===== src/rtl/wb_pkg.sv =====
// ----------------------------------------------------------------------------
// wb_pkg
// Definitions shared by the writeback arbiter and its source queues.
//   NSRC        : number of execution units feeding the writeback stage
//   SRC_*       : bit position of each execution unit in the src_* vectors
//   WB_DW/WB_TW : default result data width and destination tag width
//   wb_entry_t  : one queued result {tag, data} at the default widths
// ----------------------------------------------------------------------------
package wb_pkg;

   localparam int NSRC     = 4;
   localparam int SRC_ALU1 = 0;
   localparam int SRC_ALU2 = 1;
   localparam int SRC_MULT = 2;
   localparam int SRC_ADDR = 3;

   localparam int WB_DW = 16;
   localparam int WB_TW = 6;

   typedef struct packed {
      logic [WB_TW-1:0] tag;
      logic [WB_DW-1:0] data;
   } wb_entry_t;

endpackage


===== src/rtl/wb_src_fifo.sv =====
// ----------------------------------------------------------------------------
// wb_src_fifo
// Circular FIFO holding the pending results of one execution unit.
//   clk, rst : clock, asynchronous active-low reset
//   flush    : synchronous clear of pointers and count
//   push,din : write din at the write pointer (caller guarantees not full)
//   pop      : advance the read pointer (caller guarantees not empty)
//   dout     : current head entry
//   count    : number of valid entries, 0..DEPTH
// DEPTH must be a power of two so the pointers wrap naturally.
// ----------------------------------------------------------------------------
module wb_src_fifo #(
   parameter  int W     = 22,
   parameter  int DEPTH = 2,
   localparam int AW    = $clog2(DEPTH),
   localparam int CW    = $clog2(DEPTH + 1)
) (
   input  logic          clk,
   input  logic          rst,
   input  logic          flush,
   input  logic          push,
   input  logic [W-1:0]  din,
   input  logic          pop,
   output logic [W-1:0]  dout,
   output logic [CW-1:0] count
);

   logic [W-1:0]  mem [DEPTH];
   logic [AW-1:0] rd_ptr;
   logic [AW-1:0] wr_ptr;

   always_ff @(posedge clk or negedge rst) begin
      if (!rst) begin
         rd_ptr <= '0;
         wr_ptr <= '0;
         count  <= '0;
      end else if (flush) begin
         rd_ptr <= '0;
         wr_ptr <= '0;
         count  <= '0;
      end else begin
         if (push) wr_ptr <= wr_ptr + AW'(1);
         if (pop)  rd_ptr <= rd_ptr + AW'(1);
         // Simultaneous push and pop leaves the count unchanged.
         case ({push, pop})
            2'b10:   count <= count + CW'(1);
            2'b01:   count <= count - CW'(1);
            default: count <= count;
         endcase
      end
   end

   // Storage carries no reset: an entry is only read after it was written.
   always_ff @(posedge clk) begin
      if (push) mem[wr_ptr] <= din;
   end

   assign dout = mem[rd_ptr];

endmodule


===== src/rtl/wb_arbiter.sv =====
// ----------------------------------------------------------------------------
// wb_arbiter
// Writeback stage: queues results from alu1, alu2, mult and addr and drains
// them onto two register-file write ports with a rotating-priority pick.
//   clk, rst           : clock, asynchronous active-low reset
//   src_vld/tag/data   : per-source result (source i at [i*W +: W])
//   src_rdy            : per-source queue has room this cycle
//   flush              : squash everything queued and outgoing
//   wr0_*, wr1_*       : registered write ports (en, tag, data)
//   ovf_err            : sticky, a result arrived while its queue was full
//
// Handshake: a source result transfers at a rising edge where src_vld[i] and
// src_rdy[i] are both 1. src_rdy depends only on the queue count, so a pop in
// the same cycle does not open a slot. A valid with ready low is dropped and
// flagged in ovf_err. The write ports have no back-pressure: wrN_en is a
// single-cycle strobe.
// ----------------------------------------------------------------------------
module wb_arbiter
   import wb_pkg::*;
#(
   parameter int DW    = WB_DW,
   parameter int TW    = WB_TW,
   parameter int DEPTH = 2
) (
   input  logic               clk,
   input  logic               rst,
   input  logic [NSRC-1:0]    src_vld,
   input  logic [NSRC*TW-1:0] src_tag,
   input  logic [NSRC*DW-1:0] src_data,
   output logic [NSRC-1:0]    src_rdy,
   input  logic               flush,
   output logic               wr0_en,
   output logic [TW-1:0]      wr0_tag,
   output logic [DW-1:0]      wr0_data,
   output logic               wr1_en,
   output logic [TW-1:0]      wr1_tag,
   output logic [DW-1:0]      wr1_data,
   output logic               ovf_err
);

   localparam int CW = $clog2(DEPTH + 1);
   localparam int PW = $clog2(NSRC);

   typedef struct packed {
      logic [TW-1:0] tag;
      logic [DW-1:0] data;
   } entry_t;

   logic [CW-1:0]   cnt  [NSRC];
   entry_t          head [NSRC];
   logic [NSRC-1:0] push;
   logic [NSRC-1:0] pop;
   logic [NSRC-1:0] nonempty;

   logic [PW-1:0]   rr_ptr;
   logic [PW-1:0]   idx;
   logic [PW-1:0]   g0_idx;
   logic [PW-1:0]   g1_idx;
   logic [PW-1:0]   last_idx;
   logic            g0_vld;
   logic            g1_vld;

   for (genvar i = 0; i < NSRC; i++) begin : g_src
      entry_t din;
      assign din = '{tag: src_tag[i*TW +: TW], data: src_data[i*DW +: DW]};

      wb_src_fifo #(
         .W     ($bits(entry_t)),
         .DEPTH (DEPTH)
      ) u_fifo (
         .clk   (clk),
         .rst   (rst),
         .flush (flush),
         .push  (push[i]),
         .din   (din),
         .pop   (pop[i]),
         .dout  (head[i]),
         .count (cnt[i])
      );

      assign src_rdy[i]  = (cnt[i] < CW'(DEPTH));
      assign nonempty[i] = (cnt[i] != '0);
   end

   // Flush discards same-cycle arrivals.
   assign push = src_vld & src_rdy & {NSRC{~flush}};

   // Rotating scan from rr_ptr: first non-empty queue to port 0, second to
   // port 1.
   always_comb begin
      idx    = '0;
      g0_vld = 1'b0;
      g1_vld = 1'b0;
      g0_idx = '0;
      g1_idx = '0;
      for (int k = 0; k < NSRC; k++) begin
         idx = rr_ptr + PW'(k);
         if (nonempty[idx]) begin
            if (!g0_vld) begin
               g0_vld = 1'b1;
               g0_idx = idx;
            end else if (!g1_vld) begin
               g1_vld = 1'b1;
               g1_idx = idx;
            end
         end
      end
      last_idx = g1_vld ? g1_idx : g0_idx;
      pop      = '0;
      if (!flush) begin
         if (g0_vld) pop[g0_idx] = 1'b1;
         if (g1_vld) pop[g1_idx] = 1'b1;
      end
   end

   always_ff @(posedge clk or negedge rst) begin
      if (!rst) begin
         rr_ptr   <= '0;
         wr0_en   <= 1'b0;
         wr0_tag  <= '0;
         wr0_data <= '0;
         wr1_en   <= 1'b0;
         wr1_tag  <= '0;
         wr1_data <= '0;
         ovf_err  <= 1'b0;
      end else if (flush) begin
         rr_ptr <= '0;
         wr0_en <= 1'b0;
         wr1_en <= 1'b0;
      end else begin
         if (|(src_vld & ~src_rdy)) ovf_err <= 1'b1;
         wr0_en <= g0_vld;
         wr1_en <= g1_vld;
         // Ports without a grant keep their last tag/data.
         if (g0_vld) begin
            wr0_tag  <= head[g0_idx].tag;
            wr0_data <= head[g0_idx].data;
         end
         if (g1_vld) begin
            wr1_tag  <= head[g1_idx].tag;
            wr1_data <= head[g1_idx].data;
         end
         // Priority restarts just past the last source served.
         if (g0_vld) rr_ptr <= last_idx + PW'(1);
      end
   end

endmodule


===== config.mk =====
export PLATFORM = sky130hd
export DESIGN_NAME = wb_arbiter
export DESIGN_NICKNAME = d
export VERILOG_FILES = /design/src/rtl/wb_pkg.sv /design/src/rtl/wb_src_fifo.sv /design/src/rtl/wb_arbiter.sv
export SDC_FILE = /design/constraint.sdc
export NUM_CORES = 1
export LEC_CHECK = 0
export CAP_MARGIN = 30
export CORE_MARGIN = 2
export CORE_UTILIZATION = 45
export DETAILED_ROUTE_END_ITERATION = 8
export PLACE_DENSITY = 0.67
export REMOVE_ABC_BUFFERS = 1
export SLEW_MARGIN = 0
export SYNTH_ARGS = -nofsm -noshare
export SYNTH_HDL_FRONTEND = slang
export SYNTH_HIERARCHICAL = 1
export SYNTH_SLANG_ARGS = --single-unit

===== constraint.sdc =====
create_clock -name clk -period 5.21 [get_ports clk]
set_input_delay 0.521 -clock clk [delete_from_list [all_inputs] [get_ports clk]]
set_output_delay 0.521 -clock clk [all_outputs]
set_load 0.005 [all_outputs]

* Word level (Yosys, flattened, before mapping)
Memory sizes are Yosys's and may differ from the RTL's.
Cells that the tools add are included.
** Cells by class
- $add $sub $neg :: 20
- Order comparisons :: 14
- Equality and inequality tests :: 8
- Muxes and demuxes :: 84
- Bitwise operators :: 8
- Reduce and logical (&&, ||, !) cells :: 23
** Operator list (count)
- 22-bit binary-select mux with 2-bit select :: 2
- 22-bit two-way mux :: 4
- 2-bit two-way mux :: 22
- 1-bit two-way mux :: 42
- 2-bit nonzero test :: 13
- 2-bit by 3-bit less-than comparator with 1-bit output (second input constant) :: 6
- 4-bit two-way mux :: 4
- 2-bit case mux with 2 select lines :: 4
- 2-bit by 1-bit adder with 2-bit output (second input constant) :: 6
- 4-bit bitwise AND :: 3
- 3-bit nonzero test :: 4
- 1-bit adder (second input constant) :: 8
- 1-bit binary-select mux with 2-bit select :: 4
- 2-bit by 1-bit == test with 1-bit output (second input constant) :: 4
- 2-bit == test (second input constant) :: 4
- 2-bit less-than comparator (second input constant) :: 4
- 2-bit by 1-bit subtractor with 2-bit output (second input constant) :: 4
- 3-bit >= comparator (second input constant) :: 2
- 2-bit NOT with 3-bit output :: 2
- 2-bit AND reduction :: 3
- 2-bit adder (second input constant) :: 2
- 1-bit demux with 2-bit select :: 2
- 2-bit by 1-bit >= comparator with 1-bit output (second input constant) :: 2
- 4-bit NOT :: 1
- other kinds (4) :: 5
** Storage, ports and cells
- Register bits :: 65
- Bits in writable memories :: 176
- Output and inout bits :: 51
- Word-level logic and storage cells :: 181
- Memories kept :: 4
** Memory list
- g_src[0].u_fifo.mem :: words 2, bits a word 22, rd ports 1, clocked after memory_dff 0, write ports 1, line wb_src_fifo.sv:28 : logic [W-1:0] mem [DEPTH];
- g_src[1].u_fifo.mem :: words 2, bits a word 22, rd ports 1, clocked after memory_dff 0, write ports 1, line wb_src_fifo.sv:28
- g_src[2].u_fifo.mem :: words 2, bits a word 22, rd ports 1, clocked after memory_dff 0, write ports 1, line wb_src_fifo.sv:28
- g_src[3].u_fifo.mem :: words 2, bits a word 22, rd ports 1, clocked after memory_dff 0, write ports 1, line wb_src_fifo.sv:28

* Depth between registers and ports, before layout
Gate-level depths: netlist of the first run.
- Depth after elaboration :: 22
- Depth in mapped cells :: 18
- Mapped depth without buffers :: 15

* Hierarchy
The synthesis of the first run kept the hierarchy.
** By module, submodules not included
- wb_src_fifo (g_src[1].u_fifo ...) :: times used 3, cells each 87, area an instance 1796.7 sq um
- wb_arbiter :: times used 1, cells each 397, area an instance 3932.5 sq um
- wb_src_fifo (g_src[0].u_fifo) :: times used 1, cells each 86, area an instance 1781.7 sq um

* Least setup slack after synthesis of the first run
OpenSTA, ideal clock, no wires.
- Path kind :: flip-flop to flip-flop
- Start :: reg g_src[1].u_fifo.count[0]
- End :: reg g_src[0].u_fifo.count[1]
- Library setup time :: 0.126 ns
- Arrival time :: 3.352 ns
- Data required time :: 5.084 ns
- Slack :: 1.733 ns
- Stages on the path, launching flop included :: 17
- Path buffers :: 3
- Path through :: dfrtp_1 -> or2_1 -> buf_6 -> buf_4 -> mux2i_1 -> a21oi_1 -> ha_1 -> a22oi_1 -> o2bb2ai_1 -> o2bb2ai_1 -> a2111oi_4 -> buf_6 -> inv_1 -> o21ai_0 -> and3b_1 -> nor3_1 -> nor3b_2
** On the way
- Word-level cells in the longest chain between the ends :: 22
- Elaborated cells between the ends (all ways) :: 54
** RTL lines
- start: declaration :: line wb_src_fifo.sv:25 : output logic [CW-1:0] count
- start signal: assignment :: line wb_src_fifo.sv:46 : 2'b10: count <= count + CW'(1);
- start signal: assignment :: line wb_src_fifo.sv:47 : 2'b01: count <= count - CW'(1);
- start signal: assignment :: line wb_src_fifo.sv:48 : default: count <= count;
- 2-bit nonzero test * :: line wb_arbiter.sv:82 : assign nonempty[i] = (cnt[i] != '0);
- 1-bit binary-select mux with 2-bit select :: line wb_arbiter.sv:98 : if (nonempty[idx]) begin
- 1-bit two-way mux (not written as such) :: line wb_arbiter.sv:98
- 2-bit two-way mux / 1-bit two-way mux (equally long branches) :: line wb_arbiter.sv:98
- 2-bit two-way mux / 1-bit two-way mux (equally long branches) :: line wb_arbiter.sv:99 : if (!g0_vld) begin
- 2-bit two-way mux / 1-bit two-way mux (equally long branches) :: line wb_arbiter.sv:98
- 2-bit two-way mux, on equally long branches :: line wb_arbiter.sv:99, wb_arbiter.sv:102
- 2-bit two-way mux, on equally long branches :: line wb_arbiter.sv:98, wb_arbiter.sv:99
- [7 not listed]
- 4-bit two-way mux / 1-bit demux with 2-bit select (equally long branches) :: line wb_arbiter.sv:110, wb_arbiter.sv:112
- 4-bit bitwise OR (no source line)
- 4-bit two-way mux * :: line wb_arbiter.sv:112 : if (g1_vld) pop[g1_idx] = 1'b1;
- 4-bit two-way mux * :: line wb_arbiter.sv:110 : if (!flush) begin
- net pop[0] :: line wb_arbiter.sv:52 : logic [NSRC-1:0] pop;
- 2-bit by 1-bit == test with 1-bit output / 2-bit == test (equally long branches) :: line wb_src_fifo.sv:45 : case ({push, pop})
- 2-bit case mux with 2 select lines :: line wb_src_fifo.sv:45
- 2-bit two-way mux :: line wb_src_fifo.sv:37 : end else if (flush) begin
- end signal: assignment :: line wb_src_fifo.sv:46
- end signal: assignment :: line wb_src_fifo.sv:47
- end signal: assignment :: line wb_src_fifo.sv:48
- end: declaration :: line wb_src_fifo.sv:25
Mark *: on every way through the listed nets, which the timed path passes. The rest lies on a longest branch. The select of a mux whose other input is x is not followed.
A chain may end at the register's enable or synchronous reset.

* Worst setup path in the final report of the first run
- Start :: reg g_src[2].u_fifo.count[1]
- End :: reg g_src[1].u_fifo.count[1]
** On the way
- Word-level cells in the longest chain between the ends :: 22
- Elaborated cells between the ends (all ways) :: 54
** RTL lines (line)
- start: declaration :: wb_src_fifo.sv:25
- start signal: assignment :: wb_src_fifo.sv:46
- start signal: assignment :: wb_src_fifo.sv:47
- start signal: assignment :: wb_src_fifo.sv:48
- 2-bit nonzero test * :: wb_arbiter.sv:82
- 1-bit binary-select mux with 2-bit select :: wb_arbiter.sv:98
- 1-bit two-way mux (not written as such) :: wb_arbiter.sv:98
- 2-bit two-way mux / 1-bit two-way mux (equally long branches) :: wb_arbiter.sv:98
- 2-bit two-way mux / 1-bit two-way mux (equally long branches) :: wb_arbiter.sv:99
- 2-bit two-way mux / 1-bit two-way mux (equally long branches) :: wb_arbiter.sv:98
- 2-bit two-way mux, on equally long branches :: wb_arbiter.sv:99, wb_arbiter.sv:102
- 2-bit two-way mux, on equally long branches :: wb_arbiter.sv:98, wb_arbiter.sv:99
- [7 not listed]
- 4-bit two-way mux / 1-bit demux with 2-bit select (equally long branches) :: wb_arbiter.sv:110, wb_arbiter.sv:112
- 4-bit bitwise OR (no source line)
- 4-bit two-way mux * :: wb_arbiter.sv:112
- 4-bit two-way mux * :: wb_arbiter.sv:110
- net pop[1] :: wb_arbiter.sv:52
- 2-bit by 1-bit == test with 1-bit output / 2-bit == test (equally long branches) :: wb_src_fifo.sv:45
- 2-bit case mux with 2 select lines :: wb_src_fifo.sv:45
- 2-bit two-way mux :: wb_src_fifo.sv:37
Marked as above.

==> impl_metrics.py, run 1 <==
metrics = {
    "grt": {
        "grt_pass1_wl_um": 41200,
        "busiest_layer": "met2",
        "grtUsageMet3_pct": 2.90,
        "grtUsageMet1_pct": 29.2,
        "antenna_found_initial": 0,
        "grt_max_degree": 66,
        "global_route.usage.total_pct": 20.9,
        "grtUsageMet2_pct": 34.7,
        "grt_pass1_vias": 6901,
        "overflow": 0,
    },
    "final_layout": {
        "syn_to_final_growth_pct": 23.4,
        "drive_gt1_share_pct": 20.6,
        "final_cell_mix": "edfxtp_1, clkdlybuf4s50_1, mux2i_1",
        "nets": 992,
        "antenna_cells": 0,
        "stdcell_area_um2": 13700,
        "final_common_cell": "edfxtp_1",
    },
    "worst_setup_path": {
        "critPathMaxFanout": 36,
        "startpoint_type": "flip-flop",
        "critPathArrivalTime_ns": 4.34,
        "worstSetupPathType": "flip-flop to flip-flop",
        "worstPathRequired_ns": 5.61,
        "end_kind": "flip-flop",
    },
    "yosys": {
        "ys.flop_type": "edfxtp_1",
        "synthDistinctLibCells": 59,
        "syn_inst": 744,
        "yosysWarnings": 6,
        "synth_edf_count": 176,
        "syn_area_um2": 11100,
        "ys_seq_elements": 241,
        "syn_avg_cell_area_um2": 14.9,
        "ys_seq_area_share_pct": 62.2,
        "ys_async_sr_fraction_pct": 27.0,
    },
    "clock_network": {
        "ctsResizeCount": 0,
        "cts_tree": "done",
        "cts-htree-levels": 1,
        "clkLatencyLatePin_ns": 0.52,
        "clockBufferDepth": 3,
        "cts.sinks": 241,
        "path_clk_slew_ns": 0.06,
        "cts_root_buf": "clkbuf_16",
        "cts_buffers": 26,
    },
    "routing": {
        "routedWlPerCell_um": 22.2,
        "drtIter0Drc": 417,
        "via_per_inst": 5.47,
        "wirelength_um": 27400,
        "drtAntennaViolNets": 0,
        "drc": 0,
        "vias": 6773,
        "drtPass1Iterations": 4,
    },
    "hold_path": {
        "hold_path.class": "input pin to async pin",
    },
    "power_and_ir_drop": {
        "total_power_mw": 8.31,
        "power_density_nw_per_um2": 607,
        "ir_drop_mv": 0.364,
        "p_leak_nw": 5.10,
    },
    "sta": {
        "rsz0062_at_grt": "no",
        "finalCritPeriodShare_pct": 75.6,
        "fmax_ghz": 0.254,
        "hold_violations": 0,
        "worstMarginPinSlew_ns": 0.980,
        "fin_skew_ns": 0.00945,
        "holdWs_ns": 0.363,
        "drv_slew": 0,
        "setup_viol": 0,
        "period_minus_slack_ns": 3.94,
        "relSlewSlack_pct": 34.7,
    },
    "floorplanning": {
        "fp.dieH_um": 161,
        "ios": 146,
        "core_area_um2": 24200,
        "initial_core_util_pct": 45.8,
        "rows": 57,
        "die_w_um": 161,
        "die_area_um2": 25900,
    },
    "flow_run": {
        "max-cap-violations": 0,
    },
    "placed_design": {
        "hpwlAfterDp_um": 17700,
        "portBuffers": 145,
        "placed_area_um2": 12800,
        "routabilityCongestion": 0.834,
    },
    "run_status": {
        "status": "complete, no violations",
    },
}
-- critical path, cell delays in order (launching register included) --
cell	delay, ns
dfrtp_1	0.43
nor2_1	0.56
a21oi_1	0.15
nor2_1	0.13
a21oi_1	0.07
ha_1	0.26
a22oi_1	0.16
o2bb2ai_1	0.10
o2bb2ai_1	0.16
a2111oi_4	0.34
buf_4	0.60
o32ai_1	0.32
and3b_1	0.30
o21ai_0	0.08
nor3b_2	0.16
-- per-layer routing --
layer  up-vias  part of all wire, %
met5         -                    0
met4         0                  2.7
met3        47                  5.2
met2       215                   47
met1      3393                   45
li1       3118                    -
-- timing repair --
action / CTS / global route
setup endpoints to repair: 0 / 0
hold endpoints to repair: 0 / 3
setup buffers: 0 / 0
hold buffers: 0 / 1
-- registers in the layout, indices dropped and copies added, names as in the netlist --
register	cells
g_src.u_fifo/mem	176
wr0_data	16
wr1_data	16
g_src.u_fifo/count	8
wr0_tag	6
wr1_tag	6
g_src.u_fifo/rd_ptr	4
g_src.u_fifo/wr_ptr	4
rr_ptr	2
ovf_err	1
wr0_en	1
wr1_en	1
-- kinds of logic (layout without fill, tap and decap cells) --
logic type                 after synthesis  after routing  synth area share [%]
DFF                                    241            241                  62.2
adders and majority gates                3              3                 0.327
muxes                                  203            203                  19.8
buffers and inverters                   54            224                  3.09
and+or+nand+nor                        132            132                  6.10
xor gates and xnor gates                15             15                  1.18
AOI/OAI and AO/OA                       96             96                  7.30
-- through the flow --
step / setup TNS [ns] / setup WS [ns] / cells / utilization (%)
final: 0 / 1.27 / 1238 / 56.5
after global placement: 0 / 1.40 / 1188 / 52.9
after CTS: 0 / 1.28 / 1235 / 56.3
after floorplan: -0.112 / -0.0764 / 698 / -
after global routing: 0 / 0.927 / 1238 / 56.5
after detailed placement: 0 / 1.29 / 1188 / 52.9
-- cell type report --
class	instances	area, µm²
Clock buffer	35	736
Clock inverter	12	83.8
Fill cell	1994	10500
Inverter	8	30.0
Multi-Input combinational cell	449	3870
Sequential cell	241	6910
Tap cell	324	405
Timing Repair Buffer	169	1660
-- power by group --
part / internal [mW] / switching, mW
Sequential: 2.41 / 0.251
Combinational: 1.85 / 2.04
Clock: 1.03 / 0.724
Total: 5.30 / 3.02
-- path summary, 6_finish.rpt --
kind / startpoint / endpoint / slack, ns / depth (start not counted)
min in group clk: ovf_err / ovf_err / 0.48 / 1
max in group asynchronous: rst / wr0_data[5] / 4.30 / 3
worst min register to register: ovf_err / ovf_err / 0.48 / 1
worst max register to register: g_src[2].u_fifo/count[1] / g_src[1].u_fifo/count[1] / 1.27 / 14
worst max-delay path: g_src[2].u_fifo/count[1] / g_src[1].u_fifo/count[1] / 1.27 / 14
worst min-delay path: rst / wr0_data[7] / 0.36 / 2
-- cells in the mapped netlist, types with 2 or more instances --
master / count / area share (%)
a311oi_1: 2 / 0.16
o21ai_0: 22 / 0.99
and3b_1: 4 / 0.32
nor3b_2: 4 / 0.45
mux2_2: 85 / 8.6
buf_4: 7 / 0.47
buf_2: 13 / 0.59
clkbuf_1: 13 / 0.44
o21ai_1: 17 / 0.77
mux4_2: 2 / 0.41
xor2_1: 4 / 0.32
o221a_1: 2 / 0.20
ha_1: 2 / 0.23
o2bb2ai_1: 2 / 0.16
buf_6: 13 / 1.3
nor3b_1: 8 / 0.54
dfrtp_1: 65 / 15
xnor2_1: 11 / 0.87
nor3_1: 7 / 0.32
mux2i_1: 91 / 8.2
edfxtp_1: 176 / 48
nor2b_1: 4 / 0.23
mux2_1: 25 / 2.5
inv_1: 8 / 0.27
nand3_1: 5 / 0.23
and2_1: 7 / 0.39
o221ai_1: 4 / 0.32
or2_1: 5 / 0.28
a22o_1: 2 / 0.16
o21a_1: 2 / 0.14
nand2_1: 51 / 1.7
nor3_2: 3 / 0.27
a21oi_1: 9 / 0.41
o221ai_2: 18 / 2.4
nor2_1: 27 / 0.91
No activity file was read; power rests on OpenSTA's default activity.
==> inputs of run 2 (changes only) <==
- clock period: 5.21 -> 3.97 ns (I/O delays scaled with it)
==> impl_metrics.py, run 2 (synthesis results as in run 1) <==
metrics = {
    "run_status": {
        "status": "complete, no violations",
    },
    "routing": {
        "drtPass1Iterations": 6,
        "drtAntennaViolNets": 0,
        "wirelength_um": 27300,
        "routedWlPerCell_um": 21.8,
        "drtIter0Drc": 372,
        "vias": 6838,
        "drc": 0,
        "via_per_inst": 5.46,
    },
    "grt": {
        "grt_pass1_vias": 6978,
        "antenna_found_initial": 2,
        "overflow": 0,
        "grt_max_degree": 66,
        "grtUsageMet3_pct": 3.60,
        "grtUsageMet1_pct": 29.5,
        "busiest_layer": "met2",
        "grtUsageMet2_pct": 34.6,
        "grt_pass1_wl_um": 41500,
        "global_route.usage.total_pct": 21.1,
    },
    "placed_design": {
        "portBuffers": 145,
        "pre_cts_slack_ns": 0.483,
        "placed_area_um2": 13000,
        "hpwlAfterDp_um": 18200,
        "routabilityCongestion": 0.853,
    },
    "sta": {
        "setup_viol": 0,
        "holdWs_ns": 0.304,
        "hold_violations": 0,
        "worst_slack_ns": 0.462,
        "relSlewSlack_pct": 53.3,
        "fmax_ghz": 0.285,
        "worstMarginPinSlew_ns": 0.698,
        "drv_slew": 0,
        "fin_skew_ns": 0.0226,
        "rsz0062_at_grt": "no",
        "finalCritPeriodShare_pct": 88.4,
        "period_minus_slack_ns": 3.51,
    },
    "floorplanning": {
        "core_area_um2": 24200,
        "fp.dieH_um": 161,
        "ios": 146,
        "die_area_um2": 25900,
        "initial_core_util_pct": 45.8,
        "rows": 57,
        "die_w_um": 161,
    },
    "final_layout": {
        "drive_gt1_share_pct": 22.4,
        "antenna_cells": 0,
        "seq_area_um2": 6910,
        "final_common_cell": "edfxtp_1",
        "multi_input_area_um2": 3870,
        "largest_register": "g_src.u_fifo/mem",
        "reg_top3": "g_src.u_fifo/mem x176, wr0_data x16, wr1_data x16",
        "fill_cells": 1947,
        "utilization_pct": 57.3,
        "stdcell_area_um2": 13900,
        "final_cell_mix": "edfxtp_1, clkdlybuf4s50_1, mux2i_1",
        "syn_to_final_growth_pct": 25.1,
        "nets": 1006,
        "largest_register_ffs": 176,
    },
    "power_and_ir_drop": {
        "p_leak_nw": 5.20,
        "power_density_nw_per_um2": 798,
        "ir_drop_mv": 0.477,
        "total_power_mw": 11.1,
    },
    "clock_network": {
        "path_clk_slew_ns": 0.06,
        "ctsResizeCount": 0,
        "post_cts_buffers": 0,
        "cts-htree-levels": 1,
        "ctsHoldBuffers": 0,
        "clockBufferDepth": 3,
        "cts_tree": "done",
        "cts.sinks": 241,
        "cts_buffers": 26,
        "clkLatencyLatePin_ns": 0.53,
        "cts_root_buf": "clkbuf_16",
    },
    "worst_setup_path": {
        "critPathArrivalTime_ns": 3.90,
        "worstSetupPathType": "flip-flop to flip-flop",
        "critPathMaxFanout": 12,
        "crit_start": "g_src[0].u_fifo/count[1]",
        "startpoint_type": "flip-flop",
        "worstPathRequired_ns": 4.37,
        "r2r_setup_slack_ns": 0.46,
        "reg2reg_from": "g_src[0].u_fifo/count[1]",
        "end_kind": "flip-flop",
    },
    "flow_run": {
        "max-cap-violations": 0,
    },
    "hold_path": {
        "hold_path.class": "input pin to async pin",
    },
}
[run 2: cell types whose count changed in the layout (fill, tap and decap cells not counted), sizes merged]
cell and change:
buf +14, clkbuf -2, bufinv +1, clkinv +2
[run 2: final timing paths]
kind,cells after the start,endpoint
worst max-delay path,15,g_src[0].u_fifo/count[1]
worst min-delay path,2,wr0_data[2]
worst max register to register,15,g_src[0].u_fifo/count[1]
worst min register to register,2,wr0_data[5]
max in group asynchronous,3,wr0_en
min in group clk,1,g_src[1].u_fifo/mem[1][10]
[run 2: routing by layer]
| layer | part of all wire [%] | wire (µm) |
|---|---|---|
| met1 | 44 | 12100 |
| met2 | 48 | 13000 |
| met3 | 5.7 | 1550 |
| met4 | 2.3 | 638 |
| met5 | 0.059 | 16 |
[run 2: where the power goes]
group	leakage (nW)	total (mW)	internal, mW	switching, mW
combinational	2.35	5.19	2.51	2.69
sequential	2.43	3.49	3.16	0.331
clock	0.422	2.39	1.40	0.990
[run 2: layout make-up]
| class | count | area share [%] |
|---|---|---|
| multi-input cells | 449 | 27.9 |
| flip-flops and latches | 241 | 49.8 |
| inverters | 8 | 0.216 |
| well taps | 324 | 2.92 |
| clock buffers | 33 | 5.09 |
| clock inverters | 15 | 1.14 |
| repair buffers | 183 | 13.0 |
[run 2: metrics by stage]
| stage | std cells | TNS (ns) |
|---|---|---|
| after global routing | 1253 | 0 |
| final | 1253 | 0 |
| after floorplan | 698 | -31.05 |
| after detailed placement | 1203 | 0 |
| after CTS | 1251 | 0 |
| after global placement | 1202 | 0 |
[run 2: critical path: stages, from the launching register on]
cell and delay [ns]:
dfrtp_1 0.46, or2_1 0.41, nor2_1 0.15, a21oi_1 0.05, nor2_1 0.11, a21oi_1 0.07, ha_1 0.26, a22oi_1 0.17
o2bb2ai_1 0.09, o2bb2ai_1 0.16, a2111oi_4 0.37, inv_1 0.09, o21ai_0 0.42, nor3b_1 0.32, o21ai_1 0.08, nor3b_2 0.16
==> inputs of run 3 (changes only) <==
- CORE_UTILIZATION: 45 -> 52
- PLACE_DENSITY: 0.67 -> 0.76
==> impl_metrics.py, run 3 (synthesis results as in run 1) <==
metrics = {
    "grt": {
        "grtUsageMet1_pct": 33.6,
        "grt_max_degree": 66,
        "grtUsageMet3_pct": 3.70,
        "grt_pass1_vias": 7554,
        "grtUsageMet2_pct": 43.1,
        "overflow": 0,
        "grt_pass1_wl_um": 42900,
        "antenna_found_initial": 1,
        "global_route.usage.total_pct": 25.3,
        "busiest_layer": "met2",
    },
    "routing": {
        "drtIter0Drc": 562,
        "drc": 0,
        "wirelength_um": 28500,
        "drtAntennaViolNets": 0,
        "routedWlPerCell_um": 23.9,
        "vias": 7201,
        "via_per_inst": 6.05,
        "drtPass1Iterations": 5,
    },
    "floorplanning": {
        "die_area_um2": 22500,
        "rows": 53,
        "die_w_um": 150,
        "core_area_um2": 21000,
        "initial_core_util_pct": 52.8,
        "ios": 146,
        "fp.dieH_um": 150,
    },
    "placed_design": {
        "portBuffers": 145,
        "hpwlAfterDp_um": 18300,
        "routabilityCongestion": 0.948,
        "placed_area_um2": 12800,
        "placedCellCount": 1140,
        "pre_cts_slack_ns": 0.270,
    },
    "clock_network": {
        "path_clk_slew_ns": 0.06,
        "clockBufferDepth": 3,
        "cts_buffers": 25,
        "clkLatencyLatePin_ns": 0.53,
        "cts_root_buf": "clkbuf_16",
        "cts.sinks": 241,
        "cts_tree": "done",
        "cts-htree-levels": 1,
    },
    "sta": {
        "setup_viol": 0,
        "tns_ns": 0,
        "finalCritPeriodShare_pct": 91.8,
        "hold_violations": 0,
        "holdWs_ns": 0.224,
        "worst_slack_ns": 0.327,
        "worstMarginPinSlew_ns": 1.00,
        "drv_slew": 0,
        "fin_skew_ns": 0.0137,
        "period_minus_slack_ns": 3.64,
        "rsz0062_at_grt": "no",
        "relSlewSlack_pct": 33.2,
        "fmax_ghz": 0.274,
    },
    "run_status": {
        "status": "complete, no violations",
    },
    "final_layout": {
        "syn_to_final_growth_pct": 24.0,
        "drive_gt1_share_pct": 21.4,
        "utilization_pct": 65.5,
        "largest_register_ffs": 176,
        "stdcell_area_um2": 13800,
        "nets": 993,
        "reg_top3": "g_src.u_fifo/mem x176, wr0_data x16, wr1_data x16",
        "largest_register": "g_src.u_fifo/mem",
        "finalNonFillerCells": 1191,
        "final_cell_mix": "edfxtp_1, clkdlybuf4s50_1, mux2i_1",
        "final_common_cell": "edfxtp_1",
    },
    "worst_setup_path": {
        "worstPathRequired_ns": 4.40,
        "startpoint_type": "flip-flop",
        "critPathArrivalTime_ns": 4.08,
        "worstSetupPathType": "flip-flop to flip-flop",
        "r2r_setup_slack_ns": 0.33,
        "end_kind": "flip-flop",
        "critPathMaxFanout": 25,
    },
    "power_and_ir_drop": {
        "ir_drop_mv": 0.490,
        "p_leak_nw": 5.15,
        "total_power_mw": 11.2,
        "power_density_nw_per_um2": 816,
    },
    "hold_path": {
        "hold_path.class": "input pin to async pin",
    },
    "flow_run": {
        "max-cap-violations": 0,
    },
}
## run 3: changes by cell type in the layout (fill, tap and decap cells not counted), moves of 2 or more
| cell | before | now |
|---|---|---|
| clkinv_4 | 2 | 0 |
| nor2b_2 | 4 | 0 |
| clkinv_8 | 2 | 0 |
| buf_4 | 34 | 20 |
| nor2b_4 | 0 | 4 |
## run 3: worst max-delay path, cell delays in order (launching register included)
cell	delay [ns]
dfrtp_1	0.47
or2_1	0.42
nor2_1	0.17
a21oi_1	0.06
nor2_1	0.12
a21oi_1	0.07
ha_1	0.26
a22oi_1	0.17
o2bb2ai_1	0.12
o2bb2ai_1	0.19
a2111oi_4	0.32
clkbuf_16	0.33
o22ai_1	0.21
xor2_1	0.25
and2_1	0.24
nor3_2	0.14
## run 3: final cells by class
class,count,area (µm²)
antenna,1,2.50
clock buffer,33,696
clock inverter,13,163
fill,1459,7250
inverter,8,30.0
multi-input combinational,449,3890
sequential,241,6910
tap,275,344
timing repair buffer,171,1730
## run 3: path summary, 6_finish.rpt
path / start / end / depth (start not counted)
worst max register to register: g_src[0].u_fifo/count[1] / g_src[3].u_fifo/count[0] / 15
max in group asynchronous: rst / wr0_data[6] / 3
worst min-delay path: rst / wr0_data[10] / 2
worst min register to register: ovf_err / ovf_err / 1
min in group clk: src_tag[13] / g_src[2].u_fifo/mem[1][17] / 1
worst max-delay path: g_src[0].u_fifo/count[1] / g_src[3].u_fifo/count[0] / 15
## run 3: per-layer routing
metal | up-vias | share of wire, %
li1 | 3135 | -
met1 | 3655 | 41
met2 | 335 | 49
met4 | 0 | 3.2
met3 | 76 | 6.4
met5 | - | 0
## run 3: report_power, final
| part | internal, mW | switching (mW) | total [mW] |
|---|---|---|---|
| registers | 3.16 | 0.307 | 3.47 |
| clock network | 1.44 | 0.979 | 2.42 |
| logic | 2.49 | 2.86 | 5.35 |
## run 3: what timing repair did
item	in CTS	in global routing
gates resized for setup	0	3
endpoints found under the setup margin	0	5
buffers inserted	0	1
hold buffers	0	1
hold endpoints to repair	0	65
